`src/rtl/mvm_host_ctrl_if.sv`:
```
// -----------------------------------------------------------------------------
// mvm_host_ctrl_if
// Bundles the host command/operand/result streams and the engine
// load/start/done streaming signals used by mvm_host_ctrl.
//
//   Host side : cmd_valid/cmd_op/cmd_ready, wr_data/wr_valid/wr_ready,
//               res_data/res_valid/res_last/res_ready, busy, timeout_err
//   Engine    : loadMatrix, loadVector, start, data_in (to engine),
//               done, data_out (from engine)
//
// master : the controller (mvm_host_ctrl)
// slave  : the host plus engine that surround it
// -----------------------------------------------------------------------------
interface mvm_host_ctrl_if #(
  parameter int T  = 8,
  parameter int OW = 2*T
);
  // host command stream
  logic                 cmd_valid;
  logic [1:0]           cmd_op;
  logic                 cmd_ready;
  // host operand stream
  logic signed [T-1:0]  wr_data;
  logic                 wr_valid;
  logic                 wr_ready;
  // engine control / operand path
  logic                 loadMatrix;
  logic                 loadVector;
  logic                 start;
  logic                 done;
  logic signed [T-1:0]  data_in;
  logic signed [OW-1:0] data_out;
  // host result stream
  logic signed [OW-1:0] res_data;
  logic                 res_valid;
  logic                 res_last;
  logic                 res_ready;
  // status
  logic                 busy;
  logic                 timeout_err;

  modport master (
    input  cmd_valid, cmd_op, wr_data, wr_valid, done, data_out, res_ready,
    output cmd_ready, wr_ready, loadMatrix, loadVector, start, data_in,
           res_data, res_valid, res_last, busy, timeout_err
  );

  modport slave (
    output cmd_valid, cmd_op, wr_data, wr_valid, done, data_out, res_ready,
    input  cmd_ready, wr_ready, loadMatrix, loadVector, start, data_in,
           res_data, res_valid, res_last, busy, timeout_err
  );
endinterface

```
`src/rtl/mvm_host_ctrl.sv`:
```
// -----------------------------------------------------------------------------
// mvm_host_ctrl
// Host-side initiator for the matrix-vector multiply engine. Accepts one host
// command at a time (load matrix, load vector, start), buffers operand words
// so each load reaches the engine as one unbroken burst right after its
// load pulse, captures the M result words that follow done, and returns them
// to the host on a valid/ready stream with a last marker.
//
// Ports
//   clk   : clock, all state updates on the rising edge
//   reset : asynchronous, active-low reset
//   bus   : mvm_host_ctrl_if.master (host command/operand/result streams,
//           engine load/start/done/data signals, busy and timeout_err)
//
// Parameters
//   M       : matrix dimension (M*M matrix, M-element vector)
//   T       : operand width, signed
//   OW      : result width, signed (passed through bit-exact)
//   TIMEOUT : cycles from the start pulse to giving up on done (>= 2)
// -----------------------------------------------------------------------------
module mvm_host_ctrl #(
  parameter int M       = 4,
  parameter int T       = 8,
  parameter int OW      = 2*T,
  parameter int TIMEOUT = 1024
) (
  input  logic            clk,
  input  logic            reset,
  mvm_host_ctrl_if.master bus
);

  localparam int N_MAT = M * M;
  localparam int CW    = (N_MAT > 1) ? $clog2(N_MAT) : 1;
  localparam int RW    = (M > 1) ? $clog2(M) : 1;
  localparam int TW    = (TIMEOUT > 1) ? $clog2(TIMEOUT) : 1;

  localparam logic [CW-1:0] LAST_MAT = CW'(N_MAT - 1);
  localparam logic [CW-1:0] LAST_VEC = CW'(M - 1);
  // The start cycle counts as cycle 0 and WAIT_DONE is entered with the
  // timer at 0, so the error must be raised on the edge that ends cycle
  // TIMEOUT-1 for it to be visible exactly TIMEOUT cycles after the pulse.
  localparam logic [TW-1:0] TO_LAST  = TW'(TIMEOUT - 2);

  localparam logic [2:0] S_IDLE    = 3'd0;
  localparam logic [2:0] S_FILL    = 3'd1;
  localparam logic [2:0] S_PULSE   = 3'd2;
  localparam logic [2:0] S_STREAM  = 3'd3;
  localparam logic [2:0] S_START   = 3'd4;
  localparam logic [2:0] S_WAIT    = 3'd5;
  localparam logic [2:0] S_CAPTURE = 3'd6;
  localparam logic [2:0] S_DRAIN   = 3'd7;

  // control state
  logic [2:0]    r_state;
  logic [CW-1:0] r_cnt;
  logic [TW-1:0] r_timer;
  logic          r_is_mat;
  logic          r_live;
  logic          r_timeout_err;

  // operand and result storage (contents are don't-care after reset)
  logic signed [T-1:0]  r_buf  [N_MAT];
  logic signed [OW-1:0] r_rbuf [M];

  logic          w_cmd_fire;
  logic          w_wr_fire;
  logic [CW-1:0] w_last_idx;
  logic          w_cnt_last_m;

  // r_live keeps cmd_ready low while reset is held and during the first
  // cycle after release, so every output reads 0 in reset.
  assign w_cmd_fire   = bus.cmd_valid && r_live && (r_state == S_IDLE);
  assign w_wr_fire    = bus.wr_valid && (r_state == S_FILL);
  assign w_last_idx   = r_is_mat ? LAST_MAT : LAST_VEC;
  assign w_cnt_last_m = (r_cnt == LAST_VEC);

  // ---------------------------------------------------------------------------
  // Control FSM
  // ---------------------------------------------------------------------------
  always_ff @(posedge clk or negedge reset) begin
    if (!reset) begin
      r_state       <= S_IDLE;
      r_cnt         <= '0;
      r_timer       <= '0;
      r_is_mat      <= 1'b0;
      r_live        <= 1'b0;
      r_timeout_err <= 1'b0;
    end else begin
      r_live <= 1'b1;
      case (r_state)
        S_IDLE: begin
          if (w_cmd_fire) begin
            case (bus.cmd_op)
              2'd0: begin
                r_is_mat <= 1'b1;
                r_cnt    <= '0;
                r_state  <= S_FILL;
              end
              2'd1: begin
                r_is_mat <= 1'b0;
                r_cnt    <= '0;
                r_state  <= S_FILL;
              end
              2'd2: begin
                r_state <= S_START;
              end
              default: begin
                // reserved op: handshake completes, nothing happens
              end
            endcase
          end
        end

        S_FILL: begin
          if (w_wr_fire) begin
            if (r_cnt == w_last_idx) begin
              r_cnt   <= '0;
              r_state <= S_PULSE;
            end else begin
              r_cnt <= r_cnt + 1'b1;
            end
          end
        end

        S_PULSE: begin
          r_state <= S_STREAM;
        end

        S_STREAM: begin
          if (r_cnt == w_last_idx) begin
            r_cnt   <= '0;
            r_state <= S_IDLE;
          end else begin
            r_cnt <= r_cnt + 1'b1;
          end
        end

        S_START: begin
          r_timer <= '0;
          r_state <= S_WAIT;
        end

        S_WAIT: begin
          if (bus.done) begin
            r_cnt   <= '0;
            r_state <= S_CAPTURE;
          end else if (r_timer == TO_LAST) begin
            r_timeout_err <= 1'b1;
            r_state       <= S_IDLE;
          end else begin
            r_timer <= r_timer + 1'b1;
          end
        end

        // The engine streams one result per cycle after done with no way to
        // pause it, so capture never waits on the host.
        S_CAPTURE: begin
          if (w_cnt_last_m) begin
            r_cnt   <= '0;
            r_state <= S_DRAIN;
          end else begin
            r_cnt <= r_cnt + 1'b1;
          end
        end

        S_DRAIN: begin
          if (bus.res_ready) begin
            if (w_cnt_last_m) begin
              r_cnt   <= '0;
              r_state <= S_IDLE;
            end else begin
              r_cnt <= r_cnt + 1'b1;
            end
          end
        end

        default: begin
          r_state <= S_IDLE;
        end
      endcase
    end
  end

  // ---------------------------------------------------------------------------
  // Operand / result storage
  // ---------------------------------------------------------------------------
  always_ff @(posedge clk) begin
    if (w_wr_fire) begin
      r_buf[r_cnt] <= bus.wr_data;
    end
    if (r_state == S_CAPTURE) begin
      r_rbuf[r_cnt[RW-1:0]] <= bus.data_out;
    end
  end

  // ---------------------------------------------------------------------------
  // Outputs, decoded from state so an async reset clears them immediately
  // ---------------------------------------------------------------------------
  assign bus.cmd_ready   = r_live && (r_state == S_IDLE);
  assign bus.wr_ready    = (r_state == S_FILL);
  assign bus.loadMatrix  = (r_state == S_PULSE) &&  r_is_mat;
  assign bus.loadVector  = (r_state == S_PULSE) && !r_is_mat;
  assign bus.start       = (r_state == S_START);
  assign bus.data_in     = (r_state == S_STREAM) ? r_buf[r_cnt] : '0;
  assign bus.res_valid   = (r_state == S_DRAIN);
  assign bus.res_data    = (r_state == S_DRAIN) ? r_rbuf[r_cnt[RW-1:0]] : '0;
  assign bus.res_last    = (r_state == S_DRAIN) && w_cnt_last_m;
  assign bus.busy        = (r_state != S_IDLE);
  assign bus.timeout_err = r_timeout_err;

endmodule

```
`src/flat_wrapper.sv`:
```
// flat-port wrapper written by rule: the top's interface ports become plain ports
module mvm_host_ctrl_flat 
#(
  parameter int M       = 4,
  parameter int T       = 8,
  parameter int OW      = 2*T,
  parameter int TIMEOUT = 1024
)
  (clk, reset, bus_cmd_valid, bus_cmd_op, bus_wr_data, bus_wr_valid, bus_done, bus_data_out, bus_res_ready, bus_cmd_ready, bus_wr_ready, bus_loadMatrix, bus_loadVector, bus_start, bus_data_in, bus_res_data, bus_res_valid, bus_res_last, bus_busy, bus_timeout_err);
  mvm_host_ctrl_if #(.T(T), .OW(OW)) bus_i ();
  input  logic clk;
  input  logic reset;
  input wire logic [$bits(bus_i.cmd_valid)-1:0] bus_cmd_valid;
  input wire logic [$bits(bus_i.cmd_op)-1:0] bus_cmd_op;
  input wire logic [$bits(bus_i.wr_data)-1:0] bus_wr_data;
  input wire logic [$bits(bus_i.wr_valid)-1:0] bus_wr_valid;
  input wire logic [$bits(bus_i.done)-1:0] bus_done;
  input wire logic [$bits(bus_i.data_out)-1:0] bus_data_out;
  input wire logic [$bits(bus_i.res_ready)-1:0] bus_res_ready;
  output wire logic [$bits(bus_i.cmd_ready)-1:0] bus_cmd_ready;
  output wire logic [$bits(bus_i.wr_ready)-1:0] bus_wr_ready;
  output wire logic [$bits(bus_i.loadMatrix)-1:0] bus_loadMatrix;
  output wire logic [$bits(bus_i.loadVector)-1:0] bus_loadVector;
  output wire logic [$bits(bus_i.start)-1:0] bus_start;
  output wire logic [$bits(bus_i.data_in)-1:0] bus_data_in;
  output wire logic [$bits(bus_i.res_data)-1:0] bus_res_data;
  output wire logic [$bits(bus_i.res_valid)-1:0] bus_res_valid;
  output wire logic [$bits(bus_i.res_last)-1:0] bus_res_last;
  output wire logic [$bits(bus_i.busy)-1:0] bus_busy;
  output wire logic [$bits(bus_i.timeout_err)-1:0] bus_timeout_err;
  assign bus_i.cmd_valid = bus_cmd_valid;
  assign bus_i.cmd_op = bus_cmd_op;
  assign bus_i.wr_data = bus_wr_data;
  assign bus_i.wr_valid = bus_wr_valid;
  assign bus_i.done = bus_done;
  assign bus_i.data_out = bus_data_out;
  assign bus_i.res_ready = bus_res_ready;
  assign bus_cmd_ready = bus_i.cmd_ready;
  assign bus_wr_ready = bus_i.wr_ready;
  assign bus_loadMatrix = bus_i.loadMatrix;
  assign bus_loadVector = bus_i.loadVector;
  assign bus_start = bus_i.start;
  assign bus_data_in = bus_i.data_in;
  assign bus_res_data = bus_i.res_data;
  assign bus_res_valid = bus_i.res_valid;
  assign bus_res_last = bus_i.res_last;
  assign bus_busy = bus_i.busy;
  assign bus_timeout_err = bus_i.timeout_err;
  mvm_host_ctrl #(.M(M), .T(T), .OW(OW), .TIMEOUT(TIMEOUT)) u_core (.clk(clk), .reset(reset), .bus(bus_i));
endmodule
```
`config.mk`:
```
export PLATFORM = sky130hd
export DESIGN_NAME = mvm_host_ctrl_flat
export DESIGN_NICKNAME = d
export VERILOG_FILES = /design/src/rtl/mvm_host_ctrl_if.sv /design/src/rtl/mvm_host_ctrl.sv /design/src/flat_wrapper.sv
export SDC_FILE = /design/constraint.sdc
export NUM_CORES = 1
export LEC_CHECK = 0
export ABC_AREA = 1
export BUFFER_PORTS_ARGS = -buffer_cell sky130_fd_sc_hd__buf_4
export CORE_ASPECT_RATIO = 2
export CORE_UTILIZATION = 54
export DETAILED_ROUTE_END_ITERATION = 8
export PLACE_DENSITY = 0.75
export SLEW_MARGIN = 5
export SYNTH_ARGS = -nofsm -noshare
export SYNTH_HDL_FRONTEND = slang
export SYNTH_SLANG_ARGS = --single-unit
```
`constraint.sdc`:
```
create_clock -name clk -period 2.2 [get_ports clk]
set_clock_uncertainty 0.1 [all_clocks]
set_input_delay 0.44 -clock clk [delete_from_list [all_inputs] [get_ports clk]]
set_output_delay 0.44 -clock clk [all_outputs]
set_load 0.01 [all_outputs]
```
== Word level (Yosys, flattened, before mapping) ==
Memories as Yosys holds them, arrays and structs flattened.
Index checks and enable logic that the tools add are counted.

* Flip-flop bits (word level): 20
* Bits in writable memories: 192
* Bits of input ports: 32
* Logic and storage cells: 86
* Memories: 2

* Add/sub/neg operators: 2
* Equality and inequality tests: 25
* Multiplexer cells: 30
* Bitwise operators: 1
* Reduce and logical (&&, ||, !) cells: 20

{| class="wikitable"
|+ Memories
! name !! words !! width !! rd ports !! clocked after Yosys merged registers in !! wr ports !! line !! source
|-
| u_core.r_buf || 16 || 8 || 1 || 0 || 1 || mvm_host_ctrl.sv:62 || <nowiki>logic signed [T-1:0] r_buf [N_MAT];</nowiki>
|-
| u_core.r_rbuf || 4 || 16 || 1 || 0 || 1 || mvm_host_ctrl.sv:63 || <nowiki>logic signed [OW-1:0] r_rbuf [M];</nowiki>
|}

{| class="wikitable"
|+ Operators by type and width
! operator !! count
|-
| $mux 4 || 8
|-
| $mux 3 || 9
|-
| $pmux 3 s8 || 1
|-
| $pmux 4 s6 || 1
|-
| $mux 10 || 2
|-
| $pmux 10 s2 || 1
|-
| $mux 16 || 1
|-
| $eq 3x3->1 const B || 4
|-
| $ne 2x1->1 const B || 6
|-
| $add 10x1->10 const B || 1
|-
| $eq 10x10->1 const B || 1
|-
| $ne 2x2->1 const B || 5
|-
| $reduce_and 3->1 || 3
|-
| $reduce_and 9->1 || 1
|-
| $mux 8 || 1
|-
| $logic_and 1x1->1 || 7
|-
| $eq 3x2->1 const B || 2
|-
| $pmux 3 s2 || 1
|-
| $reduce_and 6->1 || 1
|-
| $reduce_bool 6->1 || 1
|-
| $add 4x1->4 const B || 1
|-
| $eq 4x2->1 const B || 1
|-
| $eq 4x4->1 || 1
|-
| $mux 1 || 4
|-
| other kinds (13) || 14
|}

== Longest topological paths before layout ==
* Word-level depth: 5
* Mapped depth: 11
* Mapped depth without buffers: 10

== Worst setup path before layout ==
Ideal clock, no wire load.

* Path type: flip-flop to flip-flop
* From: register u_core.r_cnt[0]
* To: memory u_core.r_rbuf[0][0] (netlist name), enable pin
* Data arrival time: 1946 ps
* Path slack: -235 ps
* Stages on the path, launching flop included: 9
* Cell sequence: dfrtp_1 -> buf_4 -> inv_4 -> buf_4 -> buf_6 -> buf_2 -> ha_1 -> inv_1 -> nor2_1

{| class="wikitable"
|+ RTL lines
! what !! line !! source
|-
| start, declared || mvm_host_ctrl.sv:55 || <nowiki>logic [CW-1:0] r_cnt;</nowiki>
|-
| start signal, assigned || mvm_host_ctrl.sv:120 || <nowiki>r_cnt <= r_cnt + 1'b1;</nowiki>
|-
| start signal, assigned || mvm_host_ctrl.sv:134 || <nowiki>r_cnt <= r_cnt + 1'b1;</nowiki>
|-
| start signal, assigned || mvm_host_ctrl.sv:162 || <nowiki>r_cnt <= r_cnt + 1'b1;</nowiki>
|-
| end, declared || mvm_host_ctrl.sv:63 ||
|}

No word-level cell before the write port.

== Worst setup path in the final report ==
* From: register u_core.r_cnt[0]
* To: output bus_data_in[1]

* Longest elaborated chain between the ends: 2

{| class="wikitable"
|+ Ends and longest elaborated chain
! what !! line !! source
|-
| $mem_v2 16x8 || - ||
|-
| $mux 8 || mvm_host_ctrl.sv:204 || <nowiki>assign bus.data_in = (r_state == S_STREAM) ? r_buf[r_cnt] : '0;</nowiki>
|-
| end, declared || flat_wrapper.sv:25 || <nowiki>output wire logic [$bits(bus_i.data_in)-1:0] bus_data_in;</nowiki>
|}

Every way passes these cells.

==> flow_metrics.py <==
metrics = {
    "worst_hold_path": {
        "hp-class": "in -> reg",
        "hold_depth": 2,
        "worstHoldEndpoint": "u_core.r_is_mat$_DFFE_PN0P_",
        "hp-start": "bus_cmd_op[0]",
    },
    "flow_run": {
        "cap_violations": 0,
    },
    "global_routing": {
        "grt_max_degree": 47,
        "grt_pass1_wl_um": 31940,
        "first_global_vias": 6290,
        "grt.overflow.total": 0,
        "grt_antenna_before_repair": 0,
        "gr-usage-all-layers_pct": 24.12,
    },
    "sta": {
        "timing.fmax_ghz": 0.3735,
        "rsz0062_at_grt": "yes",
        "slew_violations": 0,
        "fin_tns_setup_ns": -7.408,
        "finalWorstSetupSlack_ns": -0.4777,
        "setup_viol": 25,
        "period_share_pct": 121.7,
        "final_hold_viol_count": 0,
        "finalWorstPathRequiredPeriod_ns": 2.678,
    },
    "yosys": {
        "ys_warn_count": 0,
        "yosys_register_bits": 212,
        "synth_edf_count": 192,
        "syn_inst": 862,
        "synth_flop_cell": "edfxtp_1",
        "synth.cell_area_um2": 9205,
        "synth_fp_nets": 900,
        "synth.area.top_cells": "edfxtp_1 (63%), nor2_1 (10%), nand2_1 (5.7%)",
        "synth_top_area_share_pct": 62.63,
        "synth.avg_cell_area_um2": 10.68,
        "yosys.cell_types.count": 31,
        "async_flop_share_pct": 9.434,
        "ys_seq_area_share_pct": 68.07,
        "synth_top_area_cell": "edfxtp_1",
    },
    "setup_path": {
        "path_cells": "inv_4 -> buf_12 -> o21ai_0 -> buf_4 -> nand2_1 -> nand2_1 -> nand2_1 -> nor2_1 -> nor2_1 -> buf_4",
        "end_kind": "output port",
        "r2r_setup_slack_ns": 0.18,
        "crit_top_cell": "nand2_1",
        "cpMaxStageDelayCell": "dfrtp_2",
        "required_ns": 1.66,
        "reg2reg_from": "u_core.r_cnt[0]$_DFFE_PN0P_",
        "crit_fanout": 21,
        "reg2reg_to": "u_core.r_buf[10][0]$_DFFE_PP_",
        "cp.arrival_ns": 2.14,
        "ff2ff_path_depth": 7,
        "crit_type": "reg -> out",
        "cp_slowest_stage_delay_ns": 0.50,
        "cp-start-kind": "flip-flop",
    },
    "placement": {
        "dp_slack_ns": 0.1151,
        "hpwlAfterDp_um": 13840,
        "gp_congestion": 0.8810,
        "port_buffers": 64,
        "placed_area_um2": 10190,
    },
    "die": {
        "core-area_um2": 16680,
        "start_util_pct": 55.18,
        "pin_count": 65,
        "rows": 67,
        "dieArea_um2": 17600,
        "die_w_um": 94.32,
        "die_h_um": 186.6,
    },
    "layout": {
        "nets": 992,
        "multi_input_area_um2": 2714,
        "drive_gt1_share_pct": 20.99,
        "antennaDiodeCount": 0,
        "area_growth_pct": 20.28,
        "fillers": 1220,
        "layout.area.seq_um2": 6270,
        "finalInstanceArea_um2": 11070,
    },
    "routing": {
        "drt_iter0_drc": 382,
        "dr.pass1.iters": 5,
        "vias": 6379,
        "drtAntennaViolNets": 0,
        "post_drt_wl_per_cell_um": 17.78,
        "wl_um": 20870,
        "drc_errors": 0,
        "viasPerCell": 5.434,
    },
    "clock_tree": {
        "cts_buffer_depth": 3,
        "cts.sinks": 212,
        "clk_latency_ns": 0.49,
        "cts-htree-levels": 1,
        "root_buffer": "clkbuf_16",
        "cts_buffers": 19,
        "path_clk_slew_ns": 0.07,
        "cts_tree": "built",
        "cts.repair_timing.setup_buffer_count": 0,
    },
    "power_and_ir_drop": {
        "p_leak_nw": 4.278,
        "ir_worst_vdd_mv": 1.098,
        "power_density_nw_per_um2": 1084,
    },
    "outcome": {
        "outcome": "complete, but fails checks",
        "violations": "setup timing",
    },
}
==> power breakdown <==
group	switching, mW	internal [mW]	leakage, nW
Clock	1.43	2.18	0.336
Combinational	2.32	1.35	1.95
Sequential	0.153	4.55	1.99
Total	3.91	8.09	4.28
==> layer usage <==
metal	GRT usage, %	share of wire, %	up-vias
li1	-	-	3090
met1	25.09	33	3007
met2	46.49	57	225
met3	2.730	5.6	57
met4	10.47	4.5	0
met5	0	0	-
==> cells by family (layout without fill, tap and decap cells) <==
family,Yosys count,after routing,share of synthesized area (%)
and+or+nand+nor,433,433,19.40
AOI/OAI and AO/OA,132,132,7.517
buffers and inverters,72,177,3.588
other,1,1,0.04074
DFF,212,212,68.07
xor gates and xnor gates,6,6,0.5709
adders and majority gates,6,6,0.8155
==> cell usage after synthesis (9+ instances only) <==
master,n
nand2_2,9
clkbuf_1,10
inv_1,29
buf_2,19
edfxtp_1,192
nand3_1,17
o21ai_0,92
a21oi_1,17
nor2_1,246
dfrtp_1,20
o21ai_1,12
nand2_1,140
==> flip-flops by register name (all words and copies together), names as in the netlist <==
signal,cells
u_core.r_timer,10
u_core.r_state,3
u_core.r_live,1
u_core.r_cnt,4
u_core.bus.timeout_err,1
u_core.r_rbuf,64
u_core.r_buf,128
u_core.r_is_mat,1
==> worst max-delay path by stage <==
stage | startpoint | depth (start not counted) | to | slack (ns)
after floorplan | u_core.r_cnt[0]$_DFFE_PN0P_ | 8 | u_core.r_rbuf[0][0]$_DFFE_PP_ | 0.02
after global placement | u_core.r_cnt[0]$_DFFE_PN0P_ | 10 | bus_data_in[1] | 0.13
after detailed placement | u_core.r_cnt[1]$_DFFE_PN0P_ | 7 | bus_res_data[14] | 0.12
after CTS | u_core.r_cnt[0]$_DFFE_PN0P_ | 11 | bus_data_in[1] | -0.38
after global routing | u_core.r_cnt[0]$_DFFE_PN0P_ | 10 | bus_data_in[1] | -0.56
final | u_core.r_cnt[0]$_DFFE_PN0P_ | 10 | bus_data_in[1] | -0.48
==> layout by cell type, fill, tap and decap left out, types with 2 or more instances in the layout <==
cell / n
clkinv_1: 2
o21bai_1: 3
edfxtp_1: 192
clkinv_2: 4
dfrtp_1: 17
clkbuf_16: 21
inv_2: 7
nand2_1: 135
inv_1: 28
clkinv_4: 2
nand4_1: 5
a31oi_1: 2
nand3_2: 4
o21ai_2: 12
dfrtp_2: 3
buf_12: 10
buf_6: 3
o21ai_0: 65
nand3_1: 17
o21ai_1: 31
nand2_2: 13
nor2_2: 9
nor2_1: 236
ha_1: 5
buf_4: 89
xor2_1: 6
nand2_4: 4
a21oi_1: 17
bufinv_16: 5
nor2_4: 8
==> worst max-delay path: cells and delay by family (launching register included) <==
kind / cells / cell delay (ns)
AND/OR/NAND/NOR: 5 / 0.42
flip-flops: 1 / 0.50
buffers and inverters: 4 / 0.54
AO/OA/AOI/OAI: 1 / 0.20
==> metrics by stage <==
stage / hold slack [ns] / total power, mW / std cells / utilization [%]
after floorplan: 0.04441 / 7.016 / 862 / -
after global placement: 0.2420 / 8.107 / 1137 / 61.07
after detailed placement: 0.2459 / 8.159 / 1137 / 61.07
after CTS: 0.03142 / 11.85 / 1172 / 65.61
after global routing: 0.02941 / 12.61 / 1174 / 66.37
final: 0.03738 / 12.00 / 1174 / 66.37
==> area by class of cell <==
class / count / area share, %
clock buffers: 19 / 4.294
inverters: 36 / 1.243
flip-flops and latches: 212 / 56.63
well taps: 207 / 2.339
repair buffers: 107 / 9.074
clock inverters: 15 / 1.910
multi-input cells: 578 / 24.51
==> repair_timing <==
action	in CTS	in global routing
gates cloned	0	2
endpoints found under the setup margin	26	29
pin swaps	2	3
endpoints found under the hold margin	20	0
hold buffers	1	0
resized for setup	27	38
Power figures use the tool's default switching activity.
